[src/rtl/pipelined_adder_pkg.sv]
// Shared defaults and the per-stage pipeline record for pipelined_adder.
// Latency/backpressure: none (types and constants only).
package pipelined_adder_pkg;

    localparam int DEFAULT_WIDTH  = 16;
    localparam int DEFAULT_STAGES = 4;

    // Record at default width; the top re-declares this shape for its own WIDTH.
    typedef struct packed {
        logic                     vld;
        logic                     carry;
        logic [DEFAULT_WIDTH-1:0] psum;
        logic [DEFAULT_WIDTH-1:0] a_rem;
        logic [DEFAULT_WIDTH-1:0] b_rem;
    } stage_rec_t;

endpackage

[src/rtl/pipelined_adder_stage.sv]
// adder_stage: one registered SLICE-bit ripple slice; 1 cycle latency, holds all state while i_advance is low.
// Operands travel with the partial sum so later stages see their own slices.
module adder_stage
    import pipelined_adder_pkg::*;
#(
    parameter int WIDTH = DEFAULT_WIDTH,
    parameter int SLICE = DEFAULT_WIDTH / DEFAULT_STAGES,
    parameter int IDX   = 0
) (
    input  logic             clk,
    input  logic             rst_n,
    input  logic             i_advance,
    input  logic             i_vld,
    input  logic             i_carry,
    input  logic [WIDTH-1:0] i_psum,
    input  logic [WIDTH-1:0] i_a,
    input  logic [WIDTH-1:0] i_b,
    output logic             o_vld,
    output logic             o_carry,
    output logic [WIDTH-1:0] o_psum,
    output logic [WIDTH-1:0] o_a,
    output logic [WIDTH-1:0] o_b
);

    localparam int LO = IDX * SLICE;

    logic [SLICE:0]   w_slice_sum;
    logic [WIDTH-1:0] w_psum_nxt;

    logic             r_vld;
    logic             r_carry;
    logic [WIDTH-1:0] r_psum;
    logic [WIDTH-1:0] r_a;
    logic [WIDTH-1:0] r_b;

    always_comb begin
        w_slice_sum = {1'b0, i_a[LO +: SLICE]} + {1'b0, i_b[LO +: SLICE]}
                    + {{SLICE{1'b0}}, i_carry};
        w_psum_nxt  = i_psum;
        w_psum_nxt[LO +: SLICE] = w_slice_sum[SLICE-1:0];
    end

    // Data registers only load real entries; bubbles just clear the valid bit.
    always_ff @(posedge clk or negedge rst_n) begin
        if (!rst_n) begin
            r_vld   <= 1'b0;
            r_carry <= 1'b0;
            r_psum  <= '0;
            r_a     <= '0;
            r_b     <= '0;
        end else if (i_advance) begin
            r_vld <= i_vld;
            if (i_vld) begin
                r_carry <= w_slice_sum[SLICE];
                r_psum  <= w_psum_nxt;
                r_a     <= i_a;
                r_b     <= i_b;
            end
        end
    end

    assign o_vld   = r_vld;
    assign o_carry = r_carry;
    assign o_psum  = r_psum;
    assign o_a     = r_a;
    assign o_b     = r_b;

endmodule

[src/rtl/pipelined_adder.sv]
// Skewed STAGES-deep adder, latency STAGES, one result/cycle; global stall when out_valid && !out_ready.
// Optional signed-overflow output ovf when PIPELINED_ADDER_OVF_EN is defined.
module pipelined_adder
    import pipelined_adder_pkg::*;
#(
    parameter int WIDTH  = DEFAULT_WIDTH,
    parameter int STAGES = DEFAULT_STAGES
) (
    input  logic             clk,
    input  logic             rst_n,
    input  logic             in_valid,
    output logic             in_ready,
    input  logic [WIDTH-1:0] a,
    input  logic [WIDTH-1:0] b,
    input  logic             cin,
    output logic             out_valid,
    input  logic             out_ready,
    output logic [WIDTH-1:0] sum,
`ifdef PIPELINED_ADDER_OVF_EN
    output logic             ovf,
`endif
    output logic             cout
);

    localparam int SLICE = WIDTH / STAGES;

    typedef struct packed {
        logic             vld;
        logic             carry;
        logic [WIDTH-1:0] psum;
        logic [WIDTH-1:0] a_rem;
        logic [WIDTH-1:0] b_rem;
    } stage_t;

    // Element k feeds stage k; element STAGES is the retiring result.
    stage_t w_stg [0:STAGES];
    logic   w_advance;

    assign w_stg[0] = {in_valid, cin, {WIDTH{1'b0}}, a, b};

    for (genvar k = 0; k < STAGES; k++) begin : g_stage
        adder_stage #(
            .WIDTH (WIDTH),
            .SLICE (SLICE),
            .IDX   (k)
        ) u_stage (
            .clk       (clk),
            .rst_n     (rst_n),
            .i_advance (w_advance),
            .i_vld     (w_stg[k].vld),
            .i_carry   (w_stg[k].carry),
            .i_psum    (w_stg[k].psum),
            .i_a       (w_stg[k].a_rem),
            .i_b       (w_stg[k].b_rem),
            .o_vld     (w_stg[k+1].vld),
            .o_carry   (w_stg[k+1].carry),
            .o_psum    (w_stg[k+1].psum),
            .o_a       (w_stg[k+1].a_rem),
            .o_b       (w_stg[k+1].b_rem)
        );
    end

    assign out_valid = w_stg[STAGES].vld;
    assign sum       = w_stg[STAGES].psum;
    assign cout      = w_stg[STAGES].carry;
    assign w_advance = !out_valid || out_ready;
    assign in_ready  = w_advance;

`ifdef PIPELINED_ADDER_OVF_EN
    // Operand sign bits ride with the result, so ovf is as stable as sum.
    assign ovf = (w_stg[STAGES].a_rem[WIDTH-1] == w_stg[STAGES].b_rem[WIDTH-1])
              && (sum[WIDTH-1] != w_stg[STAGES].a_rem[WIDTH-1]);
`endif

endmodule

[config.mk]
export PLATFORM = sky130hd
export DESIGN_NAME = pipelined_adder
export DESIGN_NICKNAME = d
export VERILOG_FILES = /design/src/rtl/pipelined_adder_pkg.sv /design/src/rtl/pipelined_adder_stage.sv /design/src/rtl/pipelined_adder.sv
export SDC_FILE = /design/constraint.sdc
export NUM_CORES = 1
export LEC_CHECK = 0
export BUFFER_PORTS_ARGS = -buffer_cell sky130_fd_sc_hd__buf_2
export CELL_PAD_IN_SITES_DETAIL_PLACEMENT = 1
export CELL_PAD_IN_SITES_GLOBAL_PLACEMENT = 2
export CORE_MARGIN = 10
export CORE_UTILIZATION = 45
export CTS_BUF_LIST = sky130_fd_sc_hd__clkbuf_4
export DETAILED_ROUTE_END_ITERATION = 12
export PLACE_DENSITY = 0.91
export SYNTH_ARGS = -nofsm -noshare
export SYNTH_HDL_FRONTEND = slang
export SYNTH_SLANG_ARGS = --single-unit
[constraint.sdc]
create_clock -name clk -period 4.7 [get_ports clk]
set_input_delay 0.47 -clock clk [delete_from_list [all_inputs] [get_ports clk]]
set_output_delay 0.47 -clock clk [all_outputs]
set_load 0.02 [all_outputs]
# After elaboration in Yosys (flattened, before gate mapping)
# Index checks and enable logic that the tools add are counted.
[classes] add_sub_neg=8 reduce_logical=6 n_eq_ne=0 mux=0 bitwise=0 multipliers=0 n_div=0 n_shift=0 order_cmp=0
[ops] cell="4-bit by 4-bit adder with 5-bit output" n=4
[ops] cell="5-bit by 1-bit adder with 5-bit output" n=4
[ops] cell="2-bit AND reduction" n=4
[ops] cell="1-bit zero test" n=1
[ops] cell="1-bit logical OR" n=1
[totals] memories=0 ramBits=0 word_cells=32 rom_bits=0 latch_bits=0 register_bits=144

# Logic depth before layout (Yosys ltp)
# Gate-level depths: netlist (run 1).
[logic_depth] depth_word=3 ltp_mapped=7 depth_no_buf=6

# By module
# Synthesis (run 1) repeated with hierarchy kept, for this count alone.
[hier_totals] hier_cells=526 hier_area_um2=8092.8
[modules_own_cells] mod="adder_stage" instances=4 seq_area_each_um2=1251.2 area_each_um2=2020.7 cells_each=131
[modules_own_cells] mod="pipelined_adder" instances=1 seq_area_each_um2=0.0 area_each_um2=10.0 cells_each=2

# Worst setup path before layout (run 1)
# Ideal clock, no wire load.
[synth_timing] path_kind="reg-to-reg" from="register g_stage[2].u_stage.r_b[12]" to="register g_stage[3].u_stage.r_carry" n_path_buf=0 path_stages_with_launch=6 slack_ns=2.981 arrival_time_ns=1.590 setup_ns=0.129 path_cell_list="dfrtp_1 -> fa_1 -> fa_1 -> a21o_1 -> a21oi_1 -> o21ai_0"
[synth_between] elab_chain_len=2
[synth_rtl] element="from (decl)" line="pipelined_adder_stage.sv:34" source="logic [WIDTH-1:0] r_b;"
[synth_rtl] element="from (signal assigned)" line="pipelined_adder_stage.sv:57" source="r_b <= i_b;"
[synth_rtl] element="4-bit by 4-bit adder with 5-bit output" line="pipelined_adder_stage.sv:37" source="w_slice_sum = {1'b0, i_a[LO +: SLICE]} + {1'b0, i_b[LO +: SLICE]}"
[synth_rtl] element="5-bit by 1-bit adder with 5-bit output" line="pipelined_adder_stage.sv:38" source="+ {{SLICE{1'b0}}, i_carry};"
[synth_rtl] element="to (signal assigned)" line="pipelined_adder_stage.sv:54" source="r_carry <= w_slice_sum[SLICE];"
[synth_rtl] element="to (decl)" line="pipelined_adder_stage.sv:31" source="logic r_carry;"
# No other way between the ends.
# A chain may end at the register's enable or synchronous reset.

# Final worst setup path (run 1)
[layout_timing] from="register g_stage[3].u_stage.r_vld" to="output port in_ready"
[layout_between] elab_chain_len=2
[layout_rtl] element="from (decl)" line="pipelined_adder_stage.sv:30" source="logic r_vld;"
[layout_rtl] element="from (signal assigned)" line="pipelined_adder_stage.sv:52" source="r_vld <= i_vld;"
[layout_rtl] element="1-bit zero test" line="pipelined_adder.sv:66" source="assign w_advance = !out_valid || out_ready;"
[layout_rtl] element="1-bit logical OR" line="pipelined_adder.sv:66"
[layout_rtl] element="to (decl)" line="pipelined_adder.sv:12" source="output logic in_ready,"
# No other way between the ends.

==> metrics.md, run 1 <==
| Metric | Value |
|---|---|
| Outcome | finished clean |
| Primary FF master, synth | dfrtp_1 |
| Ys async rst share | 1.00 |
| Largest family of logic cells by synthesized area | multiplexers |
| XOR/XNOR Fraction of Synth Area | 0.00823 |
| Max-cap viol count | 0 |
| Final net count | between 400 and 500 |
| Worst setup EP type | output pin |
| Post-Synth Simple-Gate Area | 0.0308 |
| Area grow syn2layout | 11.5% |
| Grt ovf | 0 |
| Hold Buf Count CTS | 1 |
| Pwr Density | 671 nW/um^2 |
| Core ar. | roughly 9200 um^2 |
| Vias per cell | 5.05 |
| Clock-pin transition on the worst setup and hold timing paths | 150 ps |
| WP data required | around 4200 ps |
| Routed wire per std cell | between 15 and 20 um |
| Postcts setup bufs | 0 |
| Starting density of the core | 0.461 |
| Headroom to the max-slew limit | 0.515 |
| Crit path DAT | 1480 ps |
| Cells after synthesis | 290 |
| Total Wirelength | 8.09 mm |
| Final instance area | about 4700 um^2 |
| Ys Warns | 0 |
| FP Rows | 35 |
| Flops & latches, synth | 96 |
| Mux cell area share after synthesis | 0.220 |
| Final Skew | 14.4 ps |
| Sink Count | 96 |
| Die area | 13800 um^2 |
| Port Buffers | 55 |
| Critical path fanouts, max | 17 |
| DR pass1 iterations | 4 |
| Root Driver | clkbuf_4 |
| Syn_nets | 347 |
| Area share of the largest cell type after synthesis | 0.564 |
| Synthesized area | roughly 4300 um^2 |
| Adder-Cell Fraction of Synth Area | 0.0729 |
| Count of pins over their slew limit | 0 |
| Antenna violations before repair | 0 |
| Global Route Usage Sum | 0.129 |
| Die Wd | roughly 120 um |
| Post-Syn Area per Cell | ~15 um^2 |
| Final hold vios | 0 |
| Initial DRC count | slightly above 50 |
| First-pass GRT wire length | between 10 and 15 mm |
| Pleak | approximately 2.3 nW |
| DR vias | between 2k and 2.5k |
| Final Setup Violations | 0 |
| Hold Crit Class | primary input to flop |
| Compound-cell area share of the yosys netlist | 0.0626 |
| Vias in the first global route | between 2k and 3k |
| Drt drc | 0 |
| Placer Congestion | a little over 0.8 |
| Dpl cell area | between 4000 and 5000 um^2 |
| Post-cts repair resize count | 0 |
| Layout cell share with drive strength beyond 1 | 0.438 |
| Largest net degree at the start of global routing | 58 |
| Slew @ Worst Pin | ~720 ps |
| # diodes | 0 |
| Highest ir drop seen on vdd | roughly 0.23 mV |
| Seq/Total Area, Yosys | 0.564 |
| CTS tree | done |
| Boundary pin count | 56 |
| Setup TNS | 0 ps |
| Number of synthesized flops with an enable pin | 0 |
| CTS Buf Count | 9 |
| DRT antenna net count | 0 |
| Setup CP Type | flop to output pin |
| Min Tclk post-route | between 1500 and 2000 ps |
| Library cells used by synthesis | 29 |
| Clock Latency Late Sink | ~450 ps |
| Die Y | 117 um |
| Max Clk Rate | roughly 0.5 GHz |
| RSZ-0062 raised after global routing | false |
| Worst-case clock buffer depth | 2 |
| Setup crit start kind | flop |
| Dpl hpwl | ~6.0 mm |
| Cell taking the most area after synthesis | dfrtp_1 |
| Final Cycle Share | 0.415 |
| CTS H-Tree Depth | 3 |
| Top post-synthesis cells by area | dfrtp_1, mux2_2, mux2_4 |
-- worst max-delay path: stages (launching register included) --
cell and delay [ps]:
dfrtp_1 360, nor2b_4 380, inv_6 110, buf_2 190
-- cell families after synthesis --
kind of cell,after synthesis
compound gates,47
xor+xnor,4
fa+ha+maj,20
buf+inv,27
flops,96
mux,76
simple gates,20
-- flip-flops by register name (all words and copies together), names as in the netlist --
register and count:
g_stage.u_stage.o_b 24, g_stage.u_stage.o_a 24, g_stage.u_stage.o_carry 4, g_stage.u_stage.o_psum 40
g_stage.u_stage.o_vld 4
-- stage by stage --
stage / util / power, W / instances / hold slack [ps] / worst slack (ps)
2_1_floorplan: - / 0.00241 / 290 / 174 / 2980
3_3_place_gp: 0.497 / 0.00268 / 464 / 468 / 2570
3_5_place_dp: 0.497 / 0.00278 / 464 / 472 / 2510
4_1_cts: 0.514 / 0.00323 / 481 / 221 / 2710
5_1_grt: 0.514 / 0.00345 / 481 / 196 / 2600
6_report: 0.514 / 0.00319 / 481 / 245 / 2750
-- metal layers --
metal	vias to the layer above	track usage	routed length (um)
li1	1128	-	-
met2	44	0.215	4030
met3	11	0.0367	386
met5	-	0	0
met4	0	0.0420	110
met1	1245	0.159	3570
-- power by group --
group | switching [W] | total, W | internal, W
Combinational | 0.000634 | 0.00133 | 0.000692
Clock | 0.000278 | 0.000449 | 0.000171
Sequential | 0.000219 | 0.00141 | 0.00119
-- final cells by class --
cell class	instances	area, um^2
fillers	954	4490
repair buffers	57	295
clock inverters	6	68.8
inverters	16	65.1
multi-input cells	167	1680
well taps	129	161
flip-flops and latches	96	2400
clock buffers	10	75.1
-- Yosys cell counts (4+ instances only) --
master and number:
a21oi_1 9, buf_6 9, fa_1 8, dfrtp_1 96, a21boi_0 4, mux2_4 22
nand2_2 4, inv_1 15, ha_1 12, o21ai_0 27, mux2_2 54
-- cells in the final DEF (no fill, tap or decap), types with 2 or more instances in the layout --
cell type and instances:
a21boi_0 4, a21oi_1 9, and3b_1 3, buf_2 54, buf_4 2, clkbuf_4 10
clkinv_4 2, dfrtp_1 96, fa_1 8, ha_1 12, inv_1 15, inv_6 2
mux2_2 54, mux2_4 22, nand2_2 4, nand3_1 3, nor2b_1 3, nor3_1 3
o21ai_0 27, o31ai_1 3, xor2_1 3
-- final timing paths --
| kind | from | endpoint | slack, ps | cells after the start |
|---|---|---|---|---|
| min in group asynchronous | rst_n | g_stage[0].u_stage.o_b[5] | 510 | 2 |
| max reg2reg | g_stage[3].u_stage.o_vld | g_stage[0].u_stage.o_a[8] | 2760 | 4 |
| max in group asynchronous | rst_n | g_stage[0].u_stage.o_b[7] | 3080 | 3 |
| min reg2reg | g_stage[1].u_stage.o_psum[2] | g_stage[2].u_stage.o_psum[2] | 510 | 1 |
| min | b[13] | g_stage[0].u_stage.o_b[13] | 250 | 2 |
| max | g_stage[3].u_stage.o_vld | in_ready | 2750 | 3 |
Note: power is estimated with default switching activity, not from simulation.
==> inputs of run 2 (changes only) <==
--- a/config.mk
+++ b/config.mk
@@ -9,10 +9,10 @@
 export CELL_PAD_IN_SITES_DETAIL_PLACEMENT = 1
 export CELL_PAD_IN_SITES_GLOBAL_PLACEMENT = 2
 export CORE_MARGIN = 10
-export CORE_UTILIZATION = 45
+export CORE_UTILIZATION = 42
 export CTS_BUF_LIST = sky130_fd_sc_hd__clkbuf_4
 export DETAILED_ROUTE_END_ITERATION = 12
-export PLACE_DENSITY = 0.91
+export PLACE_DENSITY = 0.86
 export SYNTH_ARGS = -nofsm -noshare
 export SYNTH_HDL_FRONTEND = slang
 export SYNTH_SLANG_ARGS = --single-unit
==> constraint.sdc (replaced) <==
create_clock -name clk -period 1.8 [get_ports clk]
set_input_delay 0.18 -clock clk [delete_from_list [all_inputs] [get_ports clk]]
set_output_delay 0.18 -clock clk [all_outputs]
set_load 0.02 [all_outputs]
==> run 2 against run 1 <==
  * Register-to-register slack got worse by 2700 ps
  * First-iteration DRC count is 22% higher
  * Setup slack worse by 2700 ps
  * Hold slack got worse by 230 ps
  * Utilization rose by 0.19 points
==> metrics.md, run 2 (synthesized netlist as in run 1, its figures left out) <==
| Metric | Value |
|---|---|
| Outcome | finished clean |
| Fin Hold WS | about 17 ps |
| Crit path DAT | 2120 ps |
| Crit path top cell by count | fa_2 |
| FP Rows | 36 |
| Core ar. | 9820 um^2 |
| Count of pins over their slew limit | 0 |
| Min Tclk post-route | between 1500 and 2000 ps |
| First-pass GRT wire length | roughly 14 mm |
| Global Route Usage Sum | 0.124 |
| Vias in the first global route | between 2k and 3k |
| Routed wire per std cell | 16.6 um |
| Starting density of the core | 0.434 |
| Dpl hpwl | a little over 6 mm |
| Sink Count | 96 |
| CTS tree | done |
| Final Skew | between 15 and 20 ps |
| Max Clk Rate | roughly 0.56 GHz |
| Slew @ Worst Pin | about 520 ps |
| Die Wd | 121 um |
| Hold Crit Class | primary input to flop |
| Root Driver | clkbuf_4 |
| CTS Buf Count | 9 |
| Commonest non-fill, non-tap cells in the layout | dfrtp_1, mux2_2, buf_2 |
| Seq. cell area | around 2400 um^2 |
| Die Y | 121 um |
| Setup crit start kind | flop |
| Final Cycle Share | 0.989 |
| Initial DRC count | 62 |
| Tot Pwr | roughly 0.0084 W |
| CTS H-Tree Depth | 3 |
| # diodes | 0 |
| Worst-case clock buffer depth | 2 |
| Vias per cell | 4.96 |
| Grt ovf | 0 |
| Cells along the critical path | fa_2 > fa_2 > a21o_1 > a21oi_2 > o21ai_1 |
| Area grow syn2layout | 18.9% |
| Clock-pin transition on the worst setup and hold timing paths | roughly 140 ps |
| Headroom to the max-slew limit | 0.655 |
| Slowest stage delay, CP | between 400 and 500 ps |
| Final hold vios | 0 |
| Final net count | ~440 |
| Layout Cells excl Fill | a little over 500 |
| Placed Cells | between 400 and 500 |
| Fillers | 1026 |
| Die area | 14600 um^2 |
| Antenna violations before repair | 0 |
| Setup CP Type | flop to flop |
| Pwr Density | approximately 1700 nW/um^2 |
| Total Wirelength | 8.59 mm |
| Number of flip-flops in the largest register | 40 |
| Largest net degree at the start of global routing | 97 |
| Port Buffers | 55 |
| Max-cap viol count | 0 |
| Layout cell share with drive strength beyond 1 | 0.435 |
| Fin util | 0.516 |
| DR vias | between 2k and 3k |
| DR pass1 iterations | 4 |
| Drt drc | 0 |
| WP data required | about 2100 ps |
| Commonest non-fill, non-tap cell in the layout | dfrtp_1 |
| Placer Congestion | approximately 0.74 |
| Clock Latency Late Sink | roughly 460 ps |
| Critical path fanouts, max | 2 |
| Pleak | roughly 2.4 nW |
| Highest ir drop seen on vdd | roughly 0.50 mV |
| Final Setup Violations | 0 |
| Worst setup EP type | flop |
| Slowest-stage cell, CP | dfrtp_1 |
| Multi-input logic area | between 1500 and 2000 um^2 |
| DRT antenna net count | 0 |
| Boundary pin count | 56 |
## run 2: through the flow
step	area [um^2]	setup TNS [ps]	worst slack, ps
after detailed placement	4680	-50.4	-50.4
after global routing	5070	-31.2	-31.2
after CTS	5040	0	32.6
final	5070	0	18.9
after floorplan	4260	0	80.7
after global placement	4680	0	42.9
## run 2: path summary, 6_finish.rpt
path,end,from,cells past startpoint,slack [ps]
max in group asynchronous,g_stage[1].u_stage.o_a[10],rst_n,3,1120
worst max register to register,g_stage[3].u_stage.o_carry,g_stage[2].u_stage.o_carry,5,20
worst min register to register,g_stage[2].u_stage.o_psum[6],g_stage[1].u_stage.o_psum[6],1,510
min in group asynchronous,g_stage[0].u_stage.o_a[6],rst_n,3,280
worst min-delay path,g_stage[0].u_stage.o_vld,in_valid,3,20
worst max-delay path,g_stage[3].u_stage.o_carry,g_stage[2].u_stage.o_carry,5,20
## run 2: power by group
| part | switching, W | internal (W) | total [W] |
|---|---|---|---|
| Combinational | 0.00176 | 0.00198 | 0.00374 |
| Sequential | 0.000578 | 0.00311 | 0.00369 |
| Clock | 0.000707 | 0.000293 | 0.00100 |
| Total | 0.00304 | 0.00539 | 0.00843 |
## run 2: worst max-delay path: cells and delay by family, from the launching register on
kind	cells	cell delay (ps)
adders and majority gates	2	790
AOI/OAI and AO/OA	3	450
DFF	1	430
## run 2: repair_timing
action                                  in CTS  in global routing
buffers inserted                             0                  1
hold endpoints to repair                   120                  0
hold buffers                                25                  0
gates cloned                                 0                  0
endpoints found under the setup margin       2                  5
pin swaps                                    0                  1
resized for setup                            2                  7
## run 2: layout make-up
type,count,share of cell area
Clock buffer,10,0.0148
Clock inverter,6,0.00692
Inverter,16,0.0128
Multi-Input combinational cell,167,0.336
Sequential cell,96,0.474
Tap cell,133,0.0328
Timing Repair Buffer,89,0.122
## run 2: metal layers
metal / global-route usage / part of all wire
met1: 0.150 / 0.44
met2: 0.205 / 0.51
met3: 0.0275 / 0.037
met4: 0.0611 / 0.020
met5: 0 / 0
